$ cat config.mk
export PLATFORM = sky130hd
export DESIGN_NAME = memory_access_flat
export DESIGN_NICKNAME = d
export VERILOG_FILES = /design/src/rtl/memory_access_if.sv /design/src/rtl/memory_access.sv /design/src/flat_wrapper.sv
export SDC_FILE = /design/constraint.sdc
export NUM_CORES = 1
export LEC_CHECK = 0
export ABC_CLOCK_PERIOD_IN_PS = 2250
export CAP_MARGIN = 20
export CORE_MARGIN = 2
export CORE_UTILIZATION = 40
export CTS_CLUSTER_DIAMETER = 40
export CTS_CLUSTER_SIZE = 12
export DETAILED_ROUTE_END_ITERATION = 10
export GPL_TIMING_DRIVEN = 1
export PLACE_DENSITY_LB_ADDON = 0.2
export SLEW_MARGIN = 40
export SYNTH_ARGS = -nofsm -noshare
export SYNTH_HDL_FRONTEND = slang
export SYNTH_SLANG_ARGS = --single-unit
$ cat constraint.sdc
create_clock -name clk -period 2.25 [get_ports clk]
set_input_delay 0.45 -clock clk [delete_from_list [all_inputs] [get_ports clk]]
set_output_delay 0.45 -clock clk [all_outputs]
set_load 0.01 [all_outputs]
$ cat src/rtl/memory_access_if.sv
// Data-memory bus between the M stage and data memory: request/ready handshake
// with a single outstanding access.
interface memory_access_if #(
    parameter int WIDTH = 32
);
    logic             dmem_req;
    logic             dmem_we;
    logic [WIDTH-1:0] dmem_addr;
    logic [WIDTH-1:0] dmem_wdata;
    logic             dmem_ready;
    logic [WIDTH-1:0] dmem_rdata;

    modport master (
        output dmem_req, dmem_we, dmem_addr, dmem_wdata,
        input  dmem_ready, dmem_rdata
    );

    modport slave (
        input  dmem_req, dmem_we, dmem_addr, dmem_wdata,
        output dmem_ready, dmem_rdata
    );
endinterface

$ cat src/rtl/memory_access.sv
// RV32I memory stage: drives the data bus, stalls on wait states, registers
// MEM/WB, and reports misaligned or timed-out accesses on a sticky error flag.
module memory_access #(
    parameter int WIDTH   = 32,
    parameter int TIMEOUT = 16
) (
    input  logic             clk,
    input  logic             rst,
    input  logic             RegWriteM,
    input  logic             ResultSrcM,
    input  logic             MemwriteM,
    input  logic [WIDTH-1:0] ALUresultM,
    input  logic [WIDTH-1:0] WriteDataM,
    input  logic [WIDTH-1:0] PCplus4M,
    input  logic [4:0]       RdM,
    memory_access_if.master  dmem,
    output logic             stallM,
    output logic             RegWriteW,
    output logic             ResultSrcW,
    output logic [WIDTH-1:0] ALUresultW,
    output logic [WIDTH-1:0] ReadDataW,
    output logic [WIDTH-1:0] PCplus4W,
    output logic [4:0]       RdW,
    output logic             bus_err
);
    localparam int CNT_W = $clog2(TIMEOUT);

    typedef enum logic {IDLE, BUSY} stateType;

    stateType         state, nextState;
    logic [CNT_W-1:0] waitCnt, waitCntNext;
    logic             latchWe;
    logic [WIDTH-1:0] latchAddr, latchWdata;

    logic             access, misaligned;
    logic             reqC, weC, stallC;
    logic [WIDTH-1:0] addrC, wdataC;
    logic             complete, capture, retire, setErr;

    always_comb begin
        // NOTE: every signal gets a default before the case so no path infers a latch.
        access      = MemwriteM | ResultSrcM;
        misaligned  = access & (ALUresultM[1:0] != 2'b00);
        nextState   = state;
        waitCntNext = waitCnt;
        reqC        = 1'b0;
        weC         = 1'b0;
        addrC       = '0;
        wdataC      = '0;
        stallC      = 1'b0;
        complete    = 1'b0;
        capture     = 1'b0;
        retire      = 1'b0;
        setErr      = 1'b0;

        unique case (state)
            IDLE: begin
                if (misaligned) begin
                    setErr = 1'b1;
                end else if (access) begin
                    reqC   = 1'b1;
                    weC    = MemwriteM;
                    addrC  = ALUresultM;
                    wdataC = WriteDataM;
                    if (dmem.dmem_ready) begin
                        complete = 1'b1;
                        retire   = 1'b1;
                    end else begin
                        stallC      = 1'b1;
                        capture     = 1'b1;
                        waitCntNext = CNT_W'(1);
                        nextState   = BUSY;
                    end
                end else begin
                    retire = 1'b1;
                end
            end
            BUSY: begin
                reqC   = 1'b1;
                weC    = latchWe;
                addrC  = latchAddr;
                wdataC = latchWdata;
                if (dmem.dmem_ready) begin
                    complete    = 1'b1;
                    retire      = 1'b1;
                    waitCntNext = '0;
                    nextState   = IDLE;
                end else if (waitCnt == CNT_W'(TIMEOUT - 1)) begin
                    // Give up: the instruction leaves as a bubble and the pipeline resumes.
                    setErr      = 1'b1;
                    waitCntNext = '0;
                    nextState   = IDLE;
                end else begin
                    stallC      = 1'b1;
                    waitCntNext = waitCnt + CNT_W'(1);
                end
            end
            default: nextState = IDLE;
        endcase
    end

    // Reset must silence the bus and release the stall at once, even mid-cycle.
    assign dmem.dmem_req   = reqC & rst;
    assign dmem.dmem_we    = weC;
    assign dmem.dmem_addr  = addrC;
    assign dmem.dmem_wdata = wdataC;
    assign stallM          = stallC & rst;

    always_ff @(posedge clk or negedge rst) begin
        if (!rst) begin
            state      <= IDLE;
            waitCnt    <= '0;
            latchWe    <= 1'b0;
            latchAddr  <= '0;
            latchWdata <= '0;
            bus_err    <= 1'b0;
            RegWriteW  <= 1'b0;
            ResultSrcW <= 1'b0;
            ALUresultW <= '0;
            ReadDataW  <= '0;
            PCplus4W   <= '0;
            RdW        <= '0;
        end else begin
            // NOTE: non-blocking assignments so every register samples pre-edge values.
            state   <= nextState;
            waitCnt <= waitCntNext;
            if (capture) begin
                latchWe    <= MemwriteM;
                latchAddr  <= ALUresultM;
                latchWdata <= WriteDataM;
            end
            if (setErr) begin
                bus_err <= 1'b1;
            end
            if (retire) begin
                RegWriteW  <= RegWriteM & ~MemwriteM;
                ResultSrcW <= ResultSrcM;
                ALUresultW <= ALUresultM;
                PCplus4W   <= PCplus4M;
                RdW        <= RdM;
                ReadDataW  <= (complete & ~MemwriteM) ? dmem.dmem_rdata : '0;
            end else begin
                // Bubble: kill the write, keep the data fields.
                RegWriteW <= 1'b0;
                RdW       <= '0;
            end
        end
    end
endmodule

$ cat src/flat_wrapper.sv
// flat-port wrapper written by rule: the top's interface ports become plain ports
module memory_access_flat 
#(
    parameter int WIDTH   = 32,
    parameter int TIMEOUT = 16
)
  (clk, rst, RegWriteM, ResultSrcM, MemwriteM, ALUresultM, WriteDataM, PCplus4M, RdM, stallM, RegWriteW, ResultSrcW, ALUresultW, ReadDataW, PCplus4W, RdW, bus_err, dmem_dmem_req, dmem_dmem_we, dmem_dmem_addr, dmem_dmem_wdata, dmem_dmem_ready, dmem_dmem_rdata);
  memory_access_if #(.WIDTH(WIDTH)) dmem_i ();
  input  logic clk;
  input  logic rst;
  input  logic RegWriteM;
  input  logic ResultSrcM;
  input  logic MemwriteM;
  input  logic [WIDTH-1:0] ALUresultM;
  input  logic [WIDTH-1:0] WriteDataM;
  input  logic [WIDTH-1:0] PCplus4M;
  input  logic [4:0] RdM;
  output logic stallM;
  output logic RegWriteW;
  output logic ResultSrcW;
  output logic [WIDTH-1:0] ALUresultW;
  output logic [WIDTH-1:0] ReadDataW;
  output logic [WIDTH-1:0] PCplus4W;
  output logic [4:0] RdW;
  output logic bus_err;
  output wire logic [$bits(dmem_i.dmem_req)-1:0] dmem_dmem_req;
  output wire logic [$bits(dmem_i.dmem_we)-1:0] dmem_dmem_we;
  output wire logic [$bits(dmem_i.dmem_addr)-1:0] dmem_dmem_addr;
  output wire logic [$bits(dmem_i.dmem_wdata)-1:0] dmem_dmem_wdata;
  input wire logic [$bits(dmem_i.dmem_ready)-1:0] dmem_dmem_ready;
  input wire logic [$bits(dmem_i.dmem_rdata)-1:0] dmem_dmem_rdata;
  assign dmem_dmem_req = dmem_i.dmem_req;
  assign dmem_dmem_we = dmem_i.dmem_we;
  assign dmem_dmem_addr = dmem_i.dmem_addr;
  assign dmem_dmem_wdata = dmem_i.dmem_wdata;
  assign dmem_i.dmem_ready = dmem_dmem_ready;
  assign dmem_i.dmem_rdata = dmem_dmem_rdata;
  memory_access #(.WIDTH(WIDTH), .TIMEOUT(TIMEOUT)) u_core (.clk(clk), .rst(rst), .RegWriteM(RegWriteM), .ResultSrcM(ResultSrcM), .MemwriteM(MemwriteM), .ALUresultM(ALUresultM), .WriteDataM(WriteDataM), .PCplus4M(PCplus4M), .RdM(RdM), .dmem(dmem_i), .stallM(stallM), .RegWriteW(RegWriteW), .ResultSrcW(ResultSrcW), .ALUresultW(ALUresultW), .ReadDataW(ReadDataW), .PCplus4W(PCplus4W), .RdW(RdW), .bus_err(bus_err));
endmodule
==> summary.txt <==
Critical Path End Type: output pin
Ys Warns: 0
Cell Area, Placed: 11,400 µm²
CTS Buffer Depth: 2
Status: finished, final reports clean
Core Util, Final: 0.643
Core area: 18,800 µm²
FILL cells: 1,512
Final wirelength: 23,000 µm
Worst-Skew Late Latency: 420 ps
Max cap viols: 0
Vias in the first global route: 6,163
Synthesized Nets: 758
Final Max Slew Viols: 0
Register area share after synthesis: 0.567
I/O pin cnt: 310
Global route overflow: 0
All-Layer GR Usage: 0.223
First-pass GRT wire length: 34,900 µm
RSZ-0062 raised after global routing: false
Avg Inst Size Synth: 12.4 µm²
# DRC: 0
Critical-path maximum fanout: 30
Worst min path class: in -> async
Setup-failing EPs final: 0
Fmax: 0.458 GHz
Layout Skew: 11.1 ps
Critical path arrival: 1730 ps
# H-tree levels: 4
TritonCTS Buffers: 17
Reg2reg path depth: 5
Unique masters post-synth: 35
Final worst-path cycle share: 0.970
CTS tree: done
Share of cells above drive strength 1: 0.266
Area grow syn2layout: 57.2%
Min cycle time layout: 2180 ps
Synth Register Bits: 174
Total power: 9.24 mW
Synth Cell Area: 7680 µm²
HPWL after detailed placement: 14,900 µm
Clk Tree Root Cell: clkbuf_16
Number of buffers added on ports: 309
CP Data Required Time: 1800 ps
Peak VDD IR: 496 µV
Crit path launch type: flip-flop
Clock transition at the registers of the reported paths: 70 ps
Final setup TNS: 0 ps
Rows: 50
Die Ht: 143 µm
ANT nets after route: 0
Via count: 6,177
Largest net degree at the start of global routing: 137
Hold Vio Cnt, Final: 0
Initial Utilization: 0.409
Leak: 5.38 nW
Pre-antenna DRT Iters: 4
RD Place Congestion: 0.775
PwrDens: 766 nW/µm²
Initial antenna violation count: 1
DIE AREA: 20,300 µm²
Critical path class: reg -> out
Worst Tran Pin Value: 478 ps
Vias/cell: 5.04
Chip width: 143 µm
Nets: 1,118
Routed length per instance: 18.8 µm
Clk sinks: 174
Post-Syn Instances: 618
Slew Limit Headroom: 0.681
Detailed Route Iter0 Violations: 277
Design area: 12,100 µm²
[flip-flops by register name (all words and copies together) (netlist names)]
name / flops
u_core.bus_err: 1
u_core.latchAddr: 32
u_core.RdW: 5
u_core.RegWriteW: 1
u_core.latchWdata: 32
u_core.ReadDataW: 32
u_core.ALUresultW: 32
u_core.PCplus4W: 32
u_core.latchWe: 1
u_core.waitCnt: 4
u_core.state: 1
u_core.ResultSrcW: 1
[report_power, final]
| part | switching [mW] | internal [mW] |
|---|---|---|
| logic | 0.960 | 1.44 |
| clock network | 1.32 | 1.59 |
| registers | 0.278 | 3.66 |
[worst max-delay path, cell delays in order, from the launching register on]
cell	delay [ps]
dfrtp_4	520
buf_4	150
buf_6	170
o21ai_0	170
dlygate4sd2_1	300
[cell type report]
type	instances	area, µm²	area share
sequential	174	4360	0.361
timing repair buffer	390	3790	0.314
multi-input combinational	393	3050	0.252
clock buffer	20	447	0.0370
tap	234	293	0.0243
clock inverter	12	125	0.0104
inverter	2	12.5	0.00104
antenna	1	2.50	0.000207
[cells by family after synthesis]
| group | after synthesis | synth area share |
|---|---|---|
| buffers and inverters | 51 | 0.0411 |
| adders and majority gates | 1 | 0.00163 |
| AOI/OAI and AO/OA | 109 | 0.0958 |
| and+or+nand+nor | 155 | 0.0942 |
| muxes | 127 | 0.199 |
| DFF | 174 | 0.567 |
| xor gates and xnor gates | 1 | 0.00114 |
[cells in the final DEF (no fill, tap or decap), types with 5 or more instances in the layout]
cell type | Yosys | final
o21ai_1 | 0 | 21
mux2_1 | 42 | 42
inv_6 | 0 | 6
nand3_1 | 65 | 65
dlygate4sd2_1 | 0 | 12
nand2_1 | 66 | 66
nor2b_1 | 6 | 6
buf_2 | 21 | 41
o21ai_0 | 66 | 43
buf_4 | 0 | 56
buf_6 | 13 | 6
buf_12 | 0 | 11
clkdlybuf4s50_1 | 0 | 237
clkdlybuf4s15_2 | 0 | 5
mux2_2 | 59 | 59
clkbuf_2 | 0 | 8
dfrtp_1 | 174 | 173
clkbuf_16 | 0 | 18
a22o_1 | 33 | 33
mux2_4 | 26 | 26
and2_1 | 5 | 5
[Yosys cell counts]
library cell    n  share of area
o21ba_2         1         0.0013
o21ai_0        66          0.043
inv_1           1        0.00049
inv_2           1        0.00049
mux2_1         42          0.062
buf_6          13          0.019
nand3_1        65          0.042
or3_1           1        0.00082
nor3b_1         1        0.00098
nor2_1          5         0.0024
or3b_4          1         0.0015
a211oi_4        1         0.0026
nand4_1         1        0.00082
mux2_4         26          0.051
nand4_2         1         0.0016
nor2b_1         6         0.0049
a22o_1         33          0.038
xor2_1          1         0.0011
clkbuf_1       15         0.0073
a221oi_1        1         0.0011
mux2_2         59          0.087
or2_2           1        0.00082
a21boi_0        1        0.00098
a21oi_1         1        0.00065
a2bb2oi_2       1         0.0020
nand2_1        66          0.032
or2_1           1        0.00082
nand2b_1        1        0.00082
and2_1          5         0.0041
ha_1            1         0.0016
a31oi_1         1        0.00082
dfrtp_1       174           0.57
buf_2          21          0.014
a22o_4          2         0.0046
o311ai_0        1         0.0011
[metrics by stage]
stage               hold slack [ps]  setup WS, ps  instances
global route                    398          4.36       1226
CTS                             387         -9.00       1220
detailed placement              284          -649       1170
finish                          414          66.7       1226
global placement                285          -626       1170
floorplan                       154           341        618
[path summary, 6_finish.rpt]
path | start | slack (ps) | endpoint
max | u_core.state$_DFF_PN0_ | 70 | dmem_dmem_wdata[24]
min | rst | 410 | u_core.latchWdata[11]$_DFFE_PN0P_
max reg2reg | u_core.state$_DFF_PN0_ | 320 | u_core.PCplus4W[27]$_DFFE_PN0N_
min reg2reg | u_core.bus_err$_DFFE_PN0P_ | 480 | u_core.bus_err$_DFFE_PN0P_
max in group asynchronous | rst | 830 | u_core.ALUresultW[3]$_DFFE_PN0N_
min in group clk | ALUresultM[1] | 460 | u_core.ALUresultW[1]$_DFFE_PN0N_
[repair_timing]
| action | CTS | global route |
|---|---|---|
| cloned | 5 | 1 |
| hold buffers | 1 | 0 |
| gates resized for setup | 229 | 49 |
| pin swaps | 4 | 3 |
| buffers inserted | 12 | 3 |
| endpoints found under the hold margin | 7 | 0 |
| setup endpoints to repair | 67 | 40 |
[per-layer routing]
layer,vias to the layer above,global-route usage,wire length [µm]
met5,-,0,0
met4,0,0.0709,400
met3,22,0.0542,1350
met2,211,0.369,11600
met1,3018,0.289,9660
li1,2926,-,-
Note: power is estimated with default switching activity, not from simulation.
